$ cat config.mk
export PLATFORM = sky130hd
export DESIGN_NAME = ysyx_22050039_core_seq
export DESIGN_NICKNAME = d
export VERILOG_FILES = /design/src/rtl/ysyx_22050039_core_seq.sv
export SDC_FILE = /design/constraint.sdc
export NUM_CORES = 1
export LEC_CHECK = 0
export ABC_AREA = 1
export BUFFER_PORTS_ARGS = -buffer_cell sky130_fd_sc_hd__buf_2
export CAP_MARGIN = 20
export CORE_AREA = 2 2 152 154
export CTS_CLUSTER_DIAMETER = 150
export DETAILED_ROUTE_END_ITERATION = 16
export DIE_AREA = 0 0 154 156
export PLACE_DENSITY = 0.73
export SYNTH_ARGS = -nofsm -noshare
export SYNTH_HDL_FRONTEND = slang
export SYNTH_SLANG_ARGS = --single-unit
$ cat constraint.sdc
create_clock -name clk -period 2.1 [get_ports clk]
set_input_delay 0.315 -clock clk [delete_from_list [all_inputs] [get_ports clk]]
set_output_delay 0.315 -clock clk [all_outputs]
set_load 0.02 [all_outputs]
$ cat src/rtl/ysyx_22050039_core_seq.sv
// Multi-cycle fetch/decode/exec/writeback sequencer owning the PC and instruction register.
// Optional performance counters are built when YSYX_22050039_PERF_CNT_EN is defined.
module ysyx_22050039_core_seq #(
    parameter int unsigned     XLEN     = 64,
    parameter int unsigned     INST_LEN = 32,
    parameter logic [XLEN-1:0] RESET_PC = 64'h8000_0000,
    parameter int unsigned     TIMEOUT  = 255
) (
    input  logic                clk,
    input  logic                rst,
    output logic                ifu_req,
    output logic [XLEN-1:0]     ifu_addr,
    input  logic                ifu_valid,
    input  logic [INST_LEN-1:0] ifu_inst,
    output logic [INST_LEN-1:0] inst,
    input  logic [2:0]          func,
    input  logic                pc_wen,
    input  logic [XLEN-1:0]     pc_target,
    output logic [XLEN-1:0]     pc,
    output logic                reg_wen,
    output logic                halt,
    output logic [1:0]          halt_cause,
    output logic [63:0]         cycle_cnt,
    output logic [63:0]         instret
);

    typedef enum logic [2:0] {
        S_IDLE, S_FETCH, S_DECODE, S_EXEC, S_WB, S_HALT
    } state_e;

    localparam logic [2:0]  FUNC_SD      = 3'd4;
    localparam logic [2:0]  FUNC_EBREAK  = 3'd6;
    localparam logic [2:0]  FUNC_INVALID = 3'd7;
    localparam logic [1:0]  CAUSE_EBREAK  = 2'b01;
    localparam logic [1:0]  CAUSE_INVALID = 2'b10;
    localparam logic [1:0]  CAUSE_TIMEOUT = 2'b11;
    localparam logic [31:0] WAIT_LAST     = 32'(TIMEOUT - 1);

    state_e              state_q, state_d;
    logic [XLEN-1:0]     pc_q, pc_d;
    logic [INST_LEN-1:0] inst_q, inst_d;
    logic [31:0]         wait_q, wait_d;
    logic                store_q, store_d;
    logic [1:0]          cause_q, cause_d;

    // NOTE: every variable gets its hold value before the case so no path leaves it unassigned (no latches).
    always_comb begin
        state_d = state_q;
        pc_d    = pc_q;
        inst_d  = inst_q;
        wait_d  = wait_q;
        store_d = store_q;
        cause_d = cause_q;
        unique case (state_q)
            S_IDLE: begin
                state_d = S_FETCH;
                wait_d  = '0;
            end
            S_FETCH: begin
                // A valid in the final allowed wait cycle still wins over the timeout.
                if (ifu_valid) begin
                    inst_d  = ifu_inst;
                    state_d = S_DECODE;
                end else if (TIMEOUT != 0 && wait_q == WAIT_LAST) begin
                    state_d = S_HALT;
                    cause_d = CAUSE_TIMEOUT;
                end else begin
                    wait_d = wait_q + 32'd1;
                end
            end
            S_DECODE: begin
                if (func == FUNC_EBREAK) begin
                    state_d = S_HALT;
                    cause_d = CAUSE_EBREAK;
                end else if (func == FUNC_INVALID) begin
                    state_d = S_HALT;
                    cause_d = CAUSE_INVALID;
                end else begin
                    state_d = S_EXEC;
                    store_d = (func == FUNC_SD);
                end
            end
            S_EXEC: state_d = S_WB;
            S_WB: begin
                pc_d    = pc_wen ? pc_target : pc_q + XLEN'(4);
                state_d = S_FETCH;
                wait_d  = '0;
            end
            S_HALT: state_d = S_HALT;
            default: state_d = S_IDLE;
        endcase
    end

    // NOTE: sequential state uses non-blocking assignments so all registers update together on the edge.
    always_ff @(posedge clk or negedge rst) begin
        if (!rst) begin
            state_q <= S_IDLE;
            pc_q    <= RESET_PC;
            inst_q  <= '0;
            wait_q  <= '0;
            store_q <= 1'b0;
            cause_q <= 2'b00;
        end else begin
            state_q <= state_d;
            pc_q    <= pc_d;
            inst_q  <= inst_d;
            wait_q  <= wait_d;
            store_q <= store_d;
            cause_q <= cause_d;
        end
    end

    // Store-ness is captured in DECODE so reg_wen depends on registers only.
    assign ifu_req    = (state_q == S_FETCH);
    assign ifu_addr   = pc_q;
    assign inst       = inst_q;
    assign pc         = pc_q;
    assign reg_wen    = (state_q == S_WB) && !store_q;
    assign halt       = (state_q == S_HALT);
    assign halt_cause = cause_q;

`ifdef YSYX_22050039_PERF_CNT_EN
    logic [63:0] cycle_q, instret_q;
    logic        retire;

    // An ebreak retires in DECODE; everything else retires in WB.
    assign retire = (state_q == S_WB) || (state_q == S_DECODE && func == FUNC_EBREAK);

    always_ff @(posedge clk or negedge rst) begin
        if (!rst) begin
            cycle_q   <= '0;
            instret_q <= '0;
        end else begin
            if (state_q != S_HALT) cycle_q <= cycle_q + 64'd1;
            if (retire)            instret_q <= instret_q + 64'd1;
        end
    end

    assign cycle_cnt = cycle_q;
    assign instret   = instret_q;
`else
    assign cycle_cnt = '0;
    assign instret   = '0;
`endif

endmodule
==> reports/summary.md <==
The clock share of power came out at 18.2%. Setup repair after global routing left no endpoint under its margin. The count of final hold-check violations is 0, and the proportion of layout cells with a drive suffix above 1 is 22.2%.

Sorting the synthesized cells by how often they occur yields nand2_1 (507), nor2_1 (218), buf_4 (195). TritonCTS built the clock tree. The final worst-path setup slack is 0.107 ns. The capture point of the worst reg-to-reg path is ifu_addr[32]$_DFFE_PN0N_. The first routing iteration left 831 violations.

For this design the ratio of total power to cell area is 1370 nW/um2. The proportion of synthesized chip area in sequential cells was 31.6%. The cell with the most instances after synthesis was nand2_1. The synthesized netlist devotes 6.53% of its cell area to compound gates. Summing the areas of all xor and xnor instances in the mapped netlist gives 0.413% of the synthesized area.

The run gives 43 as the distinct cell type count of the synthesized netlist. The startpoint of the lowest-slack hold path is ifu_inst[17]. Summing the areas of all fa, ha and maj instances in the mapped netlist gives 0.354% of the synthesized area. The share of the core filled with cells is 54.0%. Once detail routing completed, the nets flagged for antenna violations numbered 0. The tools report the register-to-register setup slack as 0.17 ns.

During synthesis, Yosys emitted a total of 0 warnings. The tightest min-delay check is of the input pin to register type. After floorplanning, the core was divided into 55 placement rows. The flow ran to the end, and the final reports show no timing, DRC or antenna violations. Relative to the synthesized area, the layout overhead comes to 13.9%. The overall track demand over capacity in global routing came out at 27.5%. Counting along the longest clock path gives a buffer depth of 2.

The worst hold path terminates at inst[17]$_DFFE_PN0P_. The worst register-to-register path has a depth of 9. Summed over all nets, the switching power comes to 0.00853 W. Across the run, the number of max-cap violations was 0. The tools report the root buffer selected by CTS as clkbuf_16. In the routed design, unresolved DRC markers number 0. Among all flip-flop cells after synthesis, the most frequent one is dfrtp_1. The count of flip-flops with a built-in enable after synthesis is 0, and the H-tree depth is 4.

After clock tree synthesis, the clock-pin slew on the worst setup and hold paths is 0.07 ns. The initial utilization of the core area, before any placement, comes to 47.4%. The achievable frequency came out at 0.502 GHz. The number of buffers added for setup after CTS is 0, and the fraction of post-synthesis cell area in the top cell type by area is 31.4%. The worst setup path category is register to output port. The first global-routing pass estimated 51700 um of wire. The proportion of total power due to net switching was 51.4%. The overall die area came out at 24000 um2. The tools report the total clock sinks as 134.

Data arrives at the worst endpoint at 1.68 ns. The share of total power dissipated in combinational logic is 51.3%. In the post-synthesis netlist, the biggest area contributors are dfrtp_1 (31%), nand2_1 (18%), buf_4 (14%), nor2_1 (7.7%), nand3_1 (6.0%). Clock skew on the completed layout was measured at 0.0128 ns. In this run the count of I/O pins placed on the die edge is 396. The pin count of the biggest net entering global routing is 64. Timing analysis after detailed placement gives a worst setup slack of 0.145 ns.

Summed over all cells, the static leakage comes to 6.31 nW. The via count of the first global-routing pass is 9576, and the number of detailed-route iterations in the first pass is 6. For the setup total negative slack, the log shows 0 ns. The floorplan step set the die width to 154 um. The later pin in the worst-skew pair is clocked with a latency of 0.43 ns. Transition at the pin with the smallest max-transition slack: 0.629 ns. For this block, the routed nets add up to 33600 um of wire. The logs give 0.00806 W for the design internal power and 26500 um for the placed wire-length estimate. The total of buffers placed on input and output ports was 267. After detailed routing, the average wire length per cell comes to 15.8 um. The TritonCTS buffer count is 17. STA classifies the critical path endpoint as an output port. The synthesized area is 10600 um2, and the fraction of the mapped netlist area in simple logic gates is 37.2%. Counting flops and latches in the post-synthesis netlist gives 134. The standard cell core area was 22400 um2.

The post-synthesis mux area share came out at 3.40%. Number of slew-limit violations in the final report: 0. A synthesized cell averages 6.59 um2. Summed over all instances, the cell type with the most area after synthesis is dfrtp_1. At the end of the flow, the number of nets in the layout was 1932. After detailed routing, the number of vias per cell comes to 5.08.

The worst hold path was traced through 2 stages. The largest family of logic cells by synthesized area is simple AND/OR/NAND/NOR gates. Setup violations remaining at the end of the flow were counted as 0. The final RePlAce weighted congestion was 0.964. The run gives 0 as the total congestion overflow. Of all flip-flops after synthesis, the portion carrying an async set or reset was 100%. The die height was 156 um. In this run the worst path has a maximum fanout of 12. The sequential group share of total power was 30.5%; the largest voltage drop on the vdd net was 0.782 mV. The detailed router placed 10800 vias in this run.

The cell count after synthesis came out at 1609. On the final layout, the worst hold slack is 0.0939 ns. Number of antenna violations at the first check in global routing: 2. In this run the critical register-to-register path is launched from ifu_addr[20]$_DFFE_PN0N_. The number of fill cells is 2231, and the required time of the worst setup path is 1.78 ns. The routed design could run at a clock period as short as 1.99 ns.

Measured against its own limit, the worst slew margin works out to 58.0%. The post-route clock period utilization came out at 94.9%. The worst setup path is launched from a register.
## cell usage in the layout (no fill, tap or decap), drive strengths merged, types with 27 or more instances in the layout
cell / instances
a21oi: 27
buf: 299
conb: 128
dfrtp: 133
inv: 152
mux2: 32
nand2: 517
nand3: 130
nor2: 239
o21ai: 67
## per-stage QoR
| stage | cell area (um2) | total power, W | std cells |
|---|---|---|---|
| 3_3_place_gp | 11500 | 0.0135 | 2091 |
| 2_1_floorplan | 11100 | 0.0113 | 1736 |
| 5_1_grt | 12100 | 0.0177 | 2124 |
| 4_1_cts | 12100 | 0.0166 | 2124 |
| 3_5_place_dp | 11500 | 0.0136 | 2091 |
| 6_report | 12100 | 0.0166 | 2125 |
## area by class of cell
class                           instances  area [um2]  area share (%)
Antenna cell                            1        2.50          0.0207
Clock buffer                           17         425            3.52
Clock inverter                         15         155            1.28
Inverter                              144         541            4.47
Multi-Input combinational cell       1229        5570            46.1
Sequential cell                       134        3360            27.8
Tap cell                              285         357            2.95
Timing Repair Buffer                  300        1680            13.9
## worst max-delay path, stage by stage (launching register included)
cell	delay, ns
dfrtp_1	0.45
nor2_2	0.14
nand2_2	0.29
nor2_1	0.19
buf_2	0.19
## repair_timing
action | in CTS | in global routing
hold endpoints to repair | 46 | 0
hold buffers | 1 | 0
setup endpoints to repair | 0 | 3
resized for setup | 0 | 4
## routing by layer
layer | global-route usage (%) | part of all wire [%]
met3 | 5.50 | 8.2
met5 | 0 | 0
met4 | 9.66 | 2.9
met2 | 46.3 | 48
met1 | 35.2 | 41
## kinds of logic after synthesis
kind of cell | after synthesis
xor gates and xnor gates | 5
muxes | 32
buffers and inverters | 373
AOI/OAI and AO/OA | 124
adders and majority gates | 3
other | 1
DFF | 134
and+or+nand+nor | 937
## power by group through the flow
stage | combinational [W] | clock [W] | sequential (W)
after floorplan | 0.00542 | 0 | 0.00585
after global placement | 0.00842 | 0 | 0.00503
after detailed placement | 0.00850 | 0 | 0.00507
after CTS | 0.00853 | 0.00307 | 0.00504
after global routing | 0.00928 | 0.00319 | 0.00520
final | 0.00851 | 0.00302 | 0.00506
## registers in the layout, summed over array words and instances (netlist names)
register / flops
ifu_addr: 64
wait_q: 32
inst: 32
store_q: 1
halt_cause: 2
state_q: 3
## worst max path at each step
stage / from / endpoint / slack, ns / depth (start not counted)
2_1_floorplan: ifu_addr[2]$_DFFE_PN0N_ / ifu_addr[38]$_DFFE_PN0N_ / 0.24 / 12
3_3_place_gp: ifu_addr[19]$_DFFE_PN0N_ / ifu_addr[46]$_DFFE_PN0N_ / 0.17 / 9
3_5_place_dp: ifu_addr[19]$_DFFE_PN0N_ / ifu_addr[46]$_DFFE_PN0N_ / 0.14 / 9
4_1_cts: state_q[0]$_DFFE_PN0P_ / reg_wen / 0.11 / 4
5_1_grt: state_q[0]$_DFFE_PN0P_ / reg_wen / 0.01 / 4
6_report: state_q[0]$_DFFE_PN0P_ / reg_wen / 0.11 / 4
No activity file was read; power rests on OpenSTA's default activity.
